### src/rtl/mux3_arbiter.sv
// mux3_arbiter: round-robin arbiter driving the select of a shared 3:1 datapath mux.
// Latency: a request seen in IDLE is granted on the same edge; one idle cycle between owners.
// Backpressure: no preemption; an owner keeps the mux until it drops req or MAX_HOLD expires.
//
// Ports:
//   clk      - system clock, all state updates on the rising edge
//   reset    - synchronous, active-high reset
//   req[2:0] - per-requester request, held high while using the mux
//   gnt[2:0] - registered one-hot grant, 000 when idle
//   sel[1:0] - registered mux select, index of current or most recent owner (never 2'b11)
//   busy     - high while any grant is active
//   timeout  - one-cycle pulse in the cycle after a grant is forcibly revoked
module mux3_arbiter #(
  parameter int MAX_HOLD = 8
) (
  input  logic       clk,
  input  logic       reset,
  input  logic [2:0] req,
  output logic [2:0] gnt,
  output logic [1:0] sel,
  output logic       busy,
  output logic       timeout
);

  typedef enum logic {IDLE, GRANT} state_t;

  localparam logic [7:0] HOLD_LIMIT = 8'(MAX_HOLD);

  state_t     state, state_nx;
  logic [1:0] last, last_nx;
  logic [1:0] owner, owner_nx;
  logic [1:0] sel_nx;
  logic [2:0] gnt_nx;
  logic [7:0] hold_cnt, hold_nx;
  logic       timeout_nx;

  // Round-robin search order: last+1, last+2, then last itself (mod 3).
  logic [1:0] cand1, cand2, pick;

  function automatic logic [1:0] inc3(input logic [1:0] i);
    return (i == 2'd2) ? 2'd0 : i + 2'd1;
  endfunction

  always_comb begin
    cand1 = inc3(last);
    cand2 = inc3(cand1);
    pick  = last;
    if (req[cand1])      pick = cand1;
    else if (req[cand2]) pick = cand2;
  end

  always_comb begin
    state_nx   = state;
    gnt_nx     = gnt;
    sel_nx     = sel;
    last_nx    = last;
    owner_nx   = owner;
    hold_nx    = hold_cnt;
    timeout_nx = 1'b0;
    case (state)
      IDLE: begin
        if (|req) begin
          owner_nx = pick;
          sel_nx   = pick;
          last_nx  = pick;
          gnt_nx   = 3'b001 << pick;
          hold_nx  = 8'd1;
          state_nx = GRANT;
        end
      end
      GRANT: begin
        // Owner dropping req wins over the hold limit: that is a normal release.
        if (!req[owner]) begin
          gnt_nx   = 3'b000;
          state_nx = IDLE;
        end else if (hold_cnt == HOLD_LIMIT) begin
          gnt_nx     = 3'b000;
          timeout_nx = 1'b1;
          state_nx   = IDLE;
        end else begin
          hold_nx = hold_cnt + 8'd1;
        end
      end
      default: begin
        gnt_nx   = 3'b000;
        state_nx = IDLE;
      end
    endcase
  end

  always_ff @(posedge clk) begin
    if (reset) begin
      state    <= IDLE;
      gnt      <= 3'b000;
      sel      <= 2'b00;
      last     <= 2'd2;
      owner    <= 2'd0;
      hold_cnt <= 8'd0;
      timeout  <= 1'b0;
    end else begin
      state    <= state_nx;
      gnt      <= gnt_nx;
      sel      <= sel_nx;
      last     <= last_nx;
      owner    <= owner_nx;
      hold_cnt <= hold_nx;
      timeout  <= timeout_nx;
    end
  end

  assign busy = |gnt;

endmodule

### config.mk
export PLATFORM = sky130hd
export DESIGN_NAME = mux3_arbiter
export DESIGN_NICKNAME = d
export VERILOG_FILES = /design/src/rtl/mux3_arbiter.sv
export SDC_FILE = /design/constraint.sdc
export NUM_CORES = 1
export LEC_CHECK = 0
export BUFFER_PORTS_ARGS = -buffer_cell sky130_fd_sc_hd__buf_2
export CELL_PAD_IN_SITES_DETAIL_PLACEMENT = 0
export CELL_PAD_IN_SITES_GLOBAL_PLACEMENT = 1
export CORE_ASPECT_RATIO = 0.9
export CORE_UTILIZATION = 43
export CTS_BUF_LIST = sky130_fd_sc_hd__clkbuf_16
export DETAILED_ROUTE_END_ITERATION = 8
export PLACE_DENSITY_LB_ADDON = 0.1
export SYNTH_ARGS = -nofsm -noshare
export SYNTH_HDL_FRONTEND = slang
export SYNTH_SLANG_ARGS = --single-unit
export TNS_END_PERCENT = 100
### constraint.sdc
create_clock -name clk -period 4.2 [get_ports clk]
set_clock_uncertainty 0.15 [all_clocks]
set_input_delay 0.21 -clock clk [delete_from_list [all_inputs] [get_ports clk]]
set_output_delay 0.21 -clock clk [all_outputs]
set_load 0.05 [all_outputs]
==> out/metrics.cfg, run 1 <==
[status]
status = complete, no violations

[critical_path]
timing.critical_path.fanout_max = 8
r2r.worst_path.cells = 4
worst-path-buf-inv = 1
timing.critical_path.to_type = register
startpoint_type = register
timing_worst_setup_path_type = reg -> reg
critical_path_arrival_ns = 1.69
critical_path_cell_count = 4
critical_path.reg2reg.startpoint = state
crit_chain = inv_1, o31ai_4, nand2_1, a41o_1
cpPeakStageDelay_ns = 0.42
crit_family = compound AO/OA/AOI/OAI gates
worst_ep_required_time_ns = 4.18
slowest_stage = dfxtp_1
critPathLaunch = state
rrSetupSlack_ns = 2.50

[pwr]
p_leak_nw = 0.388
fin_total_pwr_uw = 409
powerDensity_nw_per_um2 = 416
worst_voltage_drop_across_the_vdd_grid_uv = 273

[timing]
timing_hold_violations_final = 0
slew_headroom = 0.767
unrepaired_setup_endpoints_after_global_routing = no
finalSetupViolations = 0
finalCritPeriodShare = 0.406
fmax_mhz = 587
finalSetupTns_ns = 0
tightest_slew_ns = 0.340
timing.final.crit_period_ns = 1.70
layout_setup_ws_ns = 2.50
slew_viol_final = 0

[clocking]
clock-sinks = 16
clock_tree.root_cell = clkbuf_16
cts_hold_repair.buffers = 0
clock_tree_from_tritoncts = done
htree_num_levels = 1
clock_path_buffers = 2
postCtsSetupRepairBufs = 0
worst_setup_hold_path_clk_slew_ns = 0.05
postCtsResizedCells = 0
cts_buffers = 3
clock_insertion_delay_at_the_later_pin_of_the_skew_report_ns = 0.24

[yosys]
average_footprint_of_a_synthesized_cell_um2 = 8.43
yosysWarnings = 0
synth-edff-count = 0
synth.yosys.seq_area_share = 0.384
postSynthNetCount = 106
synth_seq_cells = 16
synthesis.area_um2 = 835
synth_async_sr_flop_share = 0
dominantRegCellSynth = dfxtp_1
ys_types = 32
netlist_instances = 99

[cells_and_area]
layout.nets = 120
area_delta_synth_final_pct = 17.8
final_cell_mix = 16 x dfxtp_1, 12 x a21oi_1, 11 x buf_2, 9 x inv_1, 8 x nand2_1
drive_above_1_share = 0.171
layout.filler_cells = 171
num_antenna_cells = 0
layout.cells.most_common = dfxtp_1

[die]
die-width_um = 48.4
initial_utilization = 0.476
die_extent_in_y_um = 43.8
boundary_pins = 12
core_area_um2 = 1750
floorplan.die_area_um2 = 2120
fp-row-count = 14

[global_route]
first_pass_grt_wire_length_um = 3060
global_route.usage.total = 0.190
antenna_found_initial = 0
grt_pass1_vias = 677
grt_max_degree = 14
grt_overflow = 0

[place]
buffer_ports.inserted = 11
dp_hpwl_um = 1280
pre_cts_ws_ns = 2.55
globalplace.congestion = 0.844

[drt]
routed_wire_length_per_instance_um = 12.7
detail_route.drc_violations = 0
vias_per_cell = 5.56
detail_route.first_pass.iterations = 4
ant_nets = 0
routed_wl_um = 1720
dr_vias = 751
number_of_design_rule_violations_left_by_the_first_detailed_router_iteration = 14

[hold_path]
hold_class = in -> reg
min-delay-start = req[2]
holdPathStages = 3

[flow_run]
drv.max_cap_violation_count = 0

[cell type report]
cell class,instances,area [um2],area share
clock buffers,3,75.1,0.0763
inverters,9,33.8,0.0344
multi-input cells,72,469,0.477
flip-flops and latches,16,320,0.326
well taps,24,30.0,0.0305
repair buffers,11,55.1,0.0560
[cells in the mapped netlist (all sizes together) (2+ instances only)]
cell type  number  share of area
nand2           8          0.036
nand4           4          0.030
inv             9          0.040
o31ai           3          0.043
a31o            2          0.021
ha              2          0.030
o21ai           7          0.042
nand3           2          0.012
nand4b          4          0.042
dfxtp          16           0.38
nand3b          2          0.018
nor2            5          0.022
or3             6          0.045
a21oi          12          0.072
[worst paths after layout]
| path | end |
|---|---|
| hold / removal | last[1] |
| setup reg to reg | hold_cnt[1] |
| hold reg to reg | gnt[1] |
| setup / recovery | hold_cnt[1] |
[cell families after synthesis]
group                      after synthesis  synth area share
and+or+nand+nor                         37             0.265
adders and majority gates                2            0.0300
muxes                                    1            0.0120
DFF                                     16             0.384
buffers and inverters                   11            0.0540
AOI/OAI and AO/OA                       32             0.255
[routing by layer]
layer  vias up  share of wire  GRT usage
met1       346           0.56      0.258
met3         0          0.034     0.0632
li1        393              -          -
met4         0              0     0.0529
met5         -              0          0
met2        12           0.41      0.290
[power breakdown]
part	leakage, nW	total [mW]	switching [mW]	internal [mW]
Sequential	0.131	0.168	0.00847	0.159
Clock	0.0370	0.179	0.0541	0.125
Combinational	0.221	0.0625	0.0432	0.0193
[metrics by stage]
step           std cells  utilization  area (um2)  hold WS (ns)
2_1_floorplan         99            -         835         0.192
3_3_place_gp         132        0.519         908         0.314
3_5_place_dp         132        0.519         908         0.319
4_1_cts              135        0.561         983         0.138
5_1_grt              135        0.561         983         0.146
6_report             135        0.561         983         0.143
[worst reg2reg max path, cell delays in order (launching register included)]
cell and delay (ns):
dfxtp_1 0.42, inv_1 0.19, o31ai_4 0.40, nand2_1 0.18
a41o_1 0.26
[state kept, by name (all words and copies together) (netlist names)]
register / flops
gnt: 3
hold_cnt: 8
last: 2
owner: 1
state: 1
timeout: 1
(Power assumes the default switching activity.)
==> run 2, diff against run 1 <==
--- a/config.mk
+++ b/config.mk
@@ -9,7 +9,7 @@
 export CELL_PAD_IN_SITES_DETAIL_PLACEMENT = 0
 export CELL_PAD_IN_SITES_GLOBAL_PLACEMENT = 1
 export CORE_ASPECT_RATIO = 0.9
-export CORE_UTILIZATION = 43
+export CORE_UTILIZATION = 36
 export CTS_BUF_LIST = sky130_fd_sc_hd__clkbuf_16
 export DETAILED_ROUTE_END_ITERATION = 8
 export PLACE_DENSITY_LB_ADDON = 0.1
==> constraint.sdc (replaced) <==
create_clock -name clk -period 1.5 [get_ports clk]
set_clock_uncertainty 0.15 [all_clocks]
set_input_delay 0.075 -clock clk [delete_from_list [all_inputs] [get_ports clk]]
set_output_delay 0.075 -clock clk [all_outputs]
set_load 0.05 [all_outputs]
==> out/metrics.cfg, run 2 (same netlist as run 1, synthesis figures left out) <==
[timing]
finalSetupTns_ns = -0.177
unrepaired_setup_endpoints_after_global_routing = yes
slew_headroom = 0.756
timing.final.crit_period_ns = 1.57
holdWs_ns = 0.0201
finalCritPeriodShare = 1.04
fmax_mhz = 639
timing_hold_violations_final = 0
finalSetupViolations = 6
slew_viol_final = 0
tightest_slew_ns = 0.367
layout_setup_ws_ns = -0.0660

[pwr]
p_leak_nw = 0.498
worst_voltage_drop_across_the_vdd_grid_uv = 791
powerDensity_nw_per_um2 = 1010

[cells_and_area]
final_cell_mix = 19 x buf_4, 12 x dfxtp_1, 11 x buf_2, 9 x inv_1, 8 x a21oi_1
largest_reg_flops = 8
stdcell_count = 158
largest_register = hold_cnt
layout.nets = 139
area_delta_synth_final_pct = 43.9
drive_above_1_share = 0.382
layout.filler_cells = 200
layout.cells.most_common = buf_4
largest_registers = hold_cnt: 8 flops, gnt: 3 flops, last: 2 flops
num_antenna_cells = 0
finalCoreUtilization = 0.550

[hold_path]
hold_class = in -> reg

[drt]
detail_route.drc_violations = 0
routedLengthMet1_um = 1070
dr_vias = 842
highest-signal-layer = met4
met3_wirelength_um = 68
number_of_design_rule_violations_left_by_the_first_detailed_router_iteration = 10
ant_nets = 0
detail_route.first_pass.iterations = 3
wl_met2_um = 975
routed_wire_length_per_instance_um = 13.4
vias_per_cell = 5.33
routed_wl_um = 2120

[place]
placed_cells = 150
pre_cts_ws_ns = -0.0979
dp_hpwl_um = 1480
buffer_ports.inserted = 11
globalplace.congestion = 0.809

[die]
core_area_um2 = 2180
initial_utilization = 0.382
floorplan.die_area_um2 = 2510
die_extent_in_y_um = 47.7
boundary_pins = 12
die-width_um = 52.8
fp-row-count = 16

[critical_path]
worst_ep_required_time_ns = 1.53
slowest_stage = o31ai_4
crit_chain = mux2i_4, o31ai_4, buf_4, nand4_1, a21oi_2
cpPeakStageDelay_ns = 0.38
timing.critical_path.to_type = register
timing.critical_path.fanout_max = 6
critical_path_arrival_ns = 1.60
startpoint_type = register
timing_worst_setup_path_type = reg -> reg

[clocking]
cts_buffers = 3
clock_path_buffers = 2
worst_setup_hold_path_clk_slew_ns = 0.05
clock_insertion_delay_at_the_later_pin_of_the_skew_report_ns = 0.24
cts_hold_repair.buffers = 0
htree_num_levels = 1
clock-sinks = 16
clock_tree.root_cell = clkbuf_16
clock_tree_from_tritoncts = done

[global_route]
grt_max_degree = 14
grt_overflow = 0
antenna_found_initial = 0
grt_pass1_vias = 708
first_pass_grt_wire_length_um = 3150
global_route.usage.total = 0.177

[status]
status = finished with violations
failing_checks = negative setup slack

[flow_run]
drv.max_cap_violation_count = 0

## run 2: path summary, 6_finish.rpt
kind                  from           to  slack (ns)  depth (start not counted)
setup / recovery  owner[1]  hold_cnt[2]       -0.07                          5
hold reg to reg     gnt[1]       gnt[1]        0.33                          2
hold / removal      req[0]       gnt[0]        0.02                          3
setup reg to reg  owner[1]  hold_cnt[2]       -0.07                          5
## run 2: per-stage QoR
| step | area [um2] | power [mW] |
|---|---|---|
| 3_3_place_gp | 1030 | 0.684 |
| 2_1_floorplan | 845 | 0.609 |
| 5_1_grt | 1200 | 1.26 |
| 6_report | 1200 | 1.21 |
| 3_5_place_dp | 1030 | 0.686 |
| 4_1_cts | 1170 | 1.21 |
## run 2: per-layer routing
metal,vias to the layer above,track usage
met5,-,0
met4,0,0.0474
met3,2,0.0571
met2,10,0.273
met1,390,0.238
li1,440,-
## run 2: worst max-delay path: cells and delay by family (launching register included)
kind | cells | cell delay [ns]
buffers and inverters | 1 | 0.19
AO/OA/AOI/OAI | 2 | 0.53
multiplexers | 1 | 0.19
AND/OR/NAND/NOR | 1 | 0.10
flip-flops | 1 | 0.35
## run 2: layout make-up
type / count / area (um2) / area share
Tap cell: 27 / 33.8 / 0.0281
Timing Repair Buffer: 30 / 198 / 0.165
Sequential cell: 16 / 330 / 0.275
Clock buffer: 3 / 75.1 / 0.0625
Multi-Input combinational cell: 72 / 527 / 0.439
Clock inverter: 1 / 3.75 / 0.00313
Inverter: 9 / 33.8 / 0.0281
## run 2: repair_timing
| item | in CTS | in global routing |
|---|---|---|
| endpoints found under the setup margin | 9 | 11 |
| pin swaps | 8 | 6 |
| buffers inserted | 3 | 1 |
| resized for setup | 7 | 7 |
## run 2: where the power goes
part	internal [mW]	total (mW)	switching (mW)
logic	0.0900	0.228	0.138
registers	0.446	0.468	0.0225
clock network	0.353	0.511	0.158
